<file path="src/rtl/seg_scan8_if.sv">
// Digit, decimal-point and display-drive signals between a BCD source and the
// seg_scan8 scanner. The master supplies the digits; the slave drives the display.
interface seg_scan8_if;
  logic [3:0] one;
  logic [3:0] ten;
  logic [3:0] hundred;
  logic [3:0] thousand;
  logic [3:0] tenThousand;
  logic [3:0] hundredThousand;
  logic [3:0] mil;
  logic [3:0] tenMil;
  logic [7:0] dp_sel;
  logic       blank_lz;
  logic [7:0] an;
  logic [6:0] seg;
  logic       dp;
  logic       frame_done;

  modport master (
    output one, ten, hundred, thousand, tenThousand, hundredThousand, mil, tenMil,
    output dp_sel, blank_lz,
    input  an, seg, dp, frame_done
  );

  modport slave (
    input  one, ten, hundred, thousand, tenThousand, hundredThousand, mil, tenMil,
    input  dp_sel, blank_lz,
    output an, seg, dp, frame_done
  );
endinterface

</file>
<file path="src/rtl/seg_scan8.sv">
// Eight-digit common-anode seven-segment scanner with per-frame digit snapshot,
// leading-zero blanking, per-digit decimal points and an anode-off ghosting guard.
module seg_scan8 #(
  parameter int unsigned SCAN_DIV = 50000,
  parameter int unsigned GUARD    = 500
) (
  input  logic       clk,
  input  logic       rst,
  seg_scan8_if.slave bus
);
  localparam int unsigned   DW        = $clog2(SCAN_DIV);
  localparam logic [DW-1:0] DIV_LAST  = DW'(SCAN_DIV - 1);
  localparam logic [DW-1:0] DIV_GUARD = DW'(GUARD);

  logic [DW-1:0]   div;
  logic [2:0]      idx;
  logic [7:0][3:0] sh_dig;
  logic [7:0]      sh_dp;
  logic            sh_blz;

  logic [7:0] an_q;
  logic [6:0] seg_q;
  logic       dp_q;
  logic       fd_q;

  logic [7:0][3:0] in_dig;
  logic            slot_end;
  logic            frame_end;
  logic [7:0]      blank;
  logic            zero_above;

  assign in_dig = {bus.tenMil, bus.mil, bus.hundredThousand, bus.tenThousand,
                   bus.thousand, bus.hundred, bus.ten, bus.one};

  assign slot_end  = (div == DIV_LAST);
  assign frame_end = slot_end && (idx == 3'd7);

  function automatic logic [6:0] decode(input logic [3:0] d);
    case (d)
      4'd0:    decode = 7'h40;
      4'd1:    decode = 7'h79;
      4'd2:    decode = 7'h24;
      4'd3:    decode = 7'h30;
      4'd4:    decode = 7'h19;
      4'd5:    decode = 7'h12;
      4'd6:    decode = 7'h02;
      4'd7:    decode = 7'h78;
      4'd8:    decode = 7'h00;
      4'd9:    decode = 7'h10;
      default: decode = 7'h3F;
    endcase
  endfunction

  // Walk from the most significant digit down; a digit is blanked while every
  // digit at or above it is zero with no decimal point lit. Digit 0 never blanks.
  always_comb begin
    // NOTE: every variable gets a default before the loop so no path leaves it unassigned (no latch).
    blank      = '0;
    zero_above = sh_blz;
    for (int i = 7; i >= 1; i--) begin
      zero_above = zero_above && (sh_dig[i] == 4'd0) && !sh_dp[i];
      blank[i]   = zero_above;
    end
  end

  always_ff @(posedge clk) begin
    // NOTE: the shadow digit bank is an ordinary register set and is cleared by reset, unlike a RAM.
    if (rst) begin
      div    <= '0;
      idx    <= '0;
      sh_dig <= '0;
      sh_dp  <= '0;
      sh_blz <= 1'b0;
      an_q   <= 8'hFF;
      seg_q  <= 7'h7F;
      dp_q   <= 1'b1;
      fd_q   <= 1'b0;
    end else begin
      // NOTE: non-blocking assignments so every register samples pre-edge values of the others.
      if (slot_end) begin
        div <= '0;
        idx <= idx + 3'd1;
      end else begin
        div <= div + 1'b1;
      end

      if (frame_end) begin
        sh_dig <= in_dig;
        sh_dp  <= bus.dp_sel;
        sh_blz <= bus.blank_lz;
      end

      fd_q <= frame_end;

      if (blank[idx]) begin
        an_q  <= 8'hFF;
        seg_q <= 7'h7F;
        dp_q  <= 1'b1;
      end else begin
        // Segments switch at slot start; the anode waits out the guard window.
        an_q  <= (div >= DIV_GUARD) ? ~(8'h01 << idx) : 8'hFF;
        seg_q <= decode(sh_dig[idx]);
        dp_q  <= ~sh_dp[idx];
      end
    end
  end

  assign bus.an         = an_q;
  assign bus.seg        = seg_q;
  assign bus.dp         = dp_q;
  assign bus.frame_done = fd_q;
endmodule

</file>
<file path="src/flat_wrapper.sv">
// flat-port wrapper written by rule: the top's interface ports become plain ports
module seg_scan8_flat 
#(
  parameter int unsigned SCAN_DIV = 50000,
  parameter int unsigned GUARD    = 500
)
  (clk, rst, bus_one, bus_ten, bus_hundred, bus_thousand, bus_tenThousand, bus_hundredThousand, bus_mil, bus_tenMil, bus_dp_sel, bus_blank_lz, bus_an, bus_seg, bus_dp, bus_frame_done);
  seg_scan8_if bus_i ();
  input  logic clk;
  input  logic rst;
  input wire logic [$bits(bus_i.one)-1:0] bus_one;
  input wire logic [$bits(bus_i.ten)-1:0] bus_ten;
  input wire logic [$bits(bus_i.hundred)-1:0] bus_hundred;
  input wire logic [$bits(bus_i.thousand)-1:0] bus_thousand;
  input wire logic [$bits(bus_i.tenThousand)-1:0] bus_tenThousand;
  input wire logic [$bits(bus_i.hundredThousand)-1:0] bus_hundredThousand;
  input wire logic [$bits(bus_i.mil)-1:0] bus_mil;
  input wire logic [$bits(bus_i.tenMil)-1:0] bus_tenMil;
  input wire logic [$bits(bus_i.dp_sel)-1:0] bus_dp_sel;
  input wire logic [$bits(bus_i.blank_lz)-1:0] bus_blank_lz;
  output wire logic [$bits(bus_i.an)-1:0] bus_an;
  output wire logic [$bits(bus_i.seg)-1:0] bus_seg;
  output wire logic [$bits(bus_i.dp)-1:0] bus_dp;
  output wire logic [$bits(bus_i.frame_done)-1:0] bus_frame_done;
  assign bus_i.one = bus_one;
  assign bus_i.ten = bus_ten;
  assign bus_i.hundred = bus_hundred;
  assign bus_i.thousand = bus_thousand;
  assign bus_i.tenThousand = bus_tenThousand;
  assign bus_i.hundredThousand = bus_hundredThousand;
  assign bus_i.mil = bus_mil;
  assign bus_i.tenMil = bus_tenMil;
  assign bus_i.dp_sel = bus_dp_sel;
  assign bus_i.blank_lz = bus_blank_lz;
  assign bus_an = bus_i.an;
  assign bus_seg = bus_i.seg;
  assign bus_dp = bus_i.dp;
  assign bus_frame_done = bus_i.frame_done;
  seg_scan8 #(.SCAN_DIV(SCAN_DIV), .GUARD(GUARD)) u_core (.clk(clk), .rst(rst), .bus(bus_i));
endmodule
</file>
<file path="config.mk">
export PLATFORM = sky130hd
export DESIGN_NAME = seg_scan8_flat
export DESIGN_NICKNAME = d
export VERILOG_FILES = /design/src/rtl/seg_scan8_if.sv /design/src/rtl/seg_scan8.sv /design/src/flat_wrapper.sv
export SDC_FILE = /design/constraint.sdc
export NUM_CORES = 1
export LEC_CHECK = 0
export ABC_CLOCK_PERIOD_IN_PS = 2800
export BUFFER_PORTS_ARGS = -buffer_cell sky130_fd_sc_hd__buf_2
export CORE_UTILIZATION = 56
export CTS_CLUSTER_DIAMETER = 40
export DETAILED_ROUTE_END_ITERATION = 12
export MAX_ROUTING_LAYER = met4
export PLACE_DENSITY = 0.76
export REMOVE_ABC_BUFFERS = 1
export SETUP_SLACK_MARGIN = 0.1
export SYNTH_ARGS = -nofsm -noshare
export SYNTH_HDL_FRONTEND = slang
export SYNTH_SLANG_ARGS = --single-unit
</file>
<file path="constraint.sdc">
create_clock -name clk -period 2.8 [get_ports clk]
set_clock_uncertainty 0.1 [all_clocks]
set_input_delay 0.14 -clock clk [delete_from_list [all_inputs] [get_ports clk]]
set_output_delay 0.14 -clock clk [all_outputs]
set_load 0.01 [all_outputs]
</file>
==> flow_metrics.tcl <==
set metrics [dict create \
    fillCellCount 473 \
    io_pins 60 \
    placed_cell_area_sq_um 3993 \
    peakVddDrop_mv 0.2864 \
    slew_headroom_pct 62.50 \
    cts_root_buf "clkbuf_8" \
    pwr-share-comb_pct 6.1 \
    diodes 0 \
    via_count 3059 \
    ys_ff_latch 77 \
    synthesis.yosys.warnings 0 \
    p_int_mw 1.562 \
    crit_required_ns 2.91 \
    outcome "finished clean" \
    clk_path_buf_depth 2 \
    path_class "reg2reg" \
    max_freq_ghz 0.4225 \
    yosys-top-cells-area "dfxtp_1, a21oi_2, nand2_1" \
    wire_per_inst_um 14.42 \
    dr.pass1.iters 4 \
    place_congestion 0.9927 \
    avgSynthCellArea_sq_um 9.561 \
    synth.top_cell.area_share_pct 41.55 \
    drive_gt1_share_pct 34.91 \
    initial_utilization_pct 58.09 \
    layout_min_cycle_time_ns 2.367 \
    grt-ovfl-total 0 \
    syn_inst 388 \
    grt_max_degree 42 \
    r2r_slack_ns 0.43 \
    switching_share_pct 21.62 \
    synth_most_common_cell "dfxtp_1" \
    drc 0 \
    vias_per_cell 5.424 \
    start_kind "flop" \
    clk_pin_slew_ns 0.07 \
    seqPwrFrac_pct 55.6 \
    cts.sinks 77 \
    core_sq_um 6386 \
    power.switching_mw 0.4308 \
    fin_setup_tns_ns 0 \
    seq_area_frac_synth_pct 41.55 \
    power_frac_clock_pct 38.3 \
    rsz0062_at_grt "no" \
    clk_latency_ns 0.36 \
    die_area_sq_um 6954 \
    cp-end-kind "flop" \
    areaGrowthSynthToFinish_pct 23.61 \
    setup_violations 0 \
    design_area_sq_um 4586 \
    antenna_found_initial 0 \
    hpwlAfterDp_um 5364 \
    io_buffers 59 \
    synth_top_area_cell "dfxtp_1" \
    synth-edff-count 0 \
    cp.arrival_ns 2.47 \
    fp.dieW_um 83.39 \
    std_cell_rows 29 \
    grt_pass1_vias 3019 \
    synth_area_sq_um 3710 \
    ys_top_cells_by_count "dfxtp_1, nand2_1, a21oi_2" \
    drtAntennaViolNets 0 \
    h-tree-depth 3 \
    maxCapViolCount 0 \
    p_per_area_nw_per_um2 434.6 \
    final_nets 539 \
    synth-async-reset-ratio_pct 0 \
    cp_max_fo 6 \
    cts_tree "built" \
    fin_crit_sh_pct 84.53 \
    cts_made_buffers 9 \
    synth_cell_types 47 \
    grt_pass1_wl_um 14030 \
    power_leakage_nw 1.678 \
    hold_class "in2reg" \
    top_layer "met4" \
    drt_iter0_markers 165 \
    dr_wl_met2_um 3961 \
    finalHoldViolCount 0 \
    maxSlewViolCount 0 \
    die_y_um 83.39 \
    drt-total-wl_um 8131 \
    post_cts_buffers 0 \
    worst_pin_slew_ns 0.5625 \
    grtUsageTotal_pct 26.22 \
    synth_ff_type "dfxtp_1" \
    route.met3.wl_um 321 \
    met1_length_um 3625 \
]
[per-layer routing]
metal	up-vias	track usage, %
li1	1513	-
met1	1436	31.89
met2	90	41.88
met3	20	5.070
met4	0	12.70
met5	-	-
[layout by cell type, fill, tap and decap left out, types with 2 or more instances in the layout]
cell           count
a21oi_1            8
a21oi_2           40
and4_1             2
buf_2             59
buf_4              5
clkbuf_1           2
clkbuf_8          12
clkinv_1           2
dfxtp_1           76
dlygate4sd3_1     41
ha_1              13
inv_1              8
mux2_2             3
mux2i_1            3
mux4_2            10
nand2_1           63
nand2_2           30
nand2b_1           2
nand3_1            7
nand4_1           11
nor2_1            30
nor3_1             3
nor4_1             3
o21ai_0            6
o21ai_1            5
or2_2              3
or3_1              2
or4_1              5
xnor2_1            7
xor2_1             6
[stage by stage]
step	util (%)	setup slack (ns)	instances	hold WS, ns	power, mW
2_1_floorplan	-	0.2417	366	0.1024	1.152
3_3_place_gp	62.52	0.3591	508	0.2870	1.207
3_5_place_dp	62.52	0.2505	508	0.2909	1.209
4_1_cts	71.73	0.2392	564	0.1563	2.000
5_1_grt	71.81	0.2378	564	0.1768	2.069
6_report	71.81	0.4332	564	0.1609	1.993
[registers in the layout, summed over array words and instances, names as in the netlist]
register,flops
u_core.idx,3
u_core.div,16
u_core.bus.an,8
u_core.bus.dp,1
u_core.sh_dig,32
u_core.bus.frame_done,1
u_core.bus.seg,7
u_core.sh_dp,8
u_core.sh_blz,1
[logic make-up (layout without fill, tap and decap cells)]
logic type / count (synthesis) / count (layout) / synth area share (%)
xor gates and xnor gates: 13 / 13 / 3.069
DFF: 77 / 77 / 41.55
and+or+nand+nor: 170 / 170 / 23.27
muxes: 17 / 17 / 8.061
adders and majority gates: 13 / 13 / 4.385
AOI/OAI and AO/OA: 66 / 66 / 14.17
buffers and inverters: 32 / 131 / 5.498
[area by class of cell]
class,count,area (sq um),area share [%]
multi-input cells,279,1968,42.92
flip-flops and latches,77,1543,33.64
repair buffers,106,763.2,16.64
clock buffers,14,172.7,3.765
well taps,77,96.34,2.101
inverters,10,37.54,0.8186
clock inverters,1,5.005,0.1091
[repair_timing]
action	4_1_cts	5_1_grt
setup endpoints to repair	0	2
hold buffers	41	0
resized for setup	0	2
endpoints found under the hold margin	41	0
[worst paths after layout]
check	from	endpoint	cells after the start
setup reg to reg	u_core.idx[1]$_SDFFE_PP0P_	u_core.bus.seg[3]$_SDFF_PP1_	7
hold reg to reg	u_core.sh_blz$_SDFFE_PP0P_	u_core.sh_blz$_SDFFE_PP0P_	2
setup / recovery	u_core.idx[1]$_SDFFE_PP0P_	u_core.bus.seg[3]$_SDFF_PP1_	7
hold / removal	rst	u_core.sh_dig[13]$_SDFFE_PP0P_	2
[critical path, stage by stage (launching register included)]
cell     delay, ns
dfxtp_2       0.43
mux4_2        0.54
mux2i_2       0.27
inv_1         0.11
ha_1          0.19
or2_2         0.29
a21oi_1       0.18
o21ai_0       0.12
[power groups by stage]
stage                     combinational (mW)  clock [mW]  sequential, mW
after floorplan                       0.0163           0            1.14
after global placement                0.0742           0            1.13
after detailed placement              0.0760           0            1.13
after CTS                              0.119       0.773            1.11
after global routing                   0.132       0.828            1.11
final                                  0.122       0.762            1.11
No activity file was read; power rests on OpenSTA's default activity.
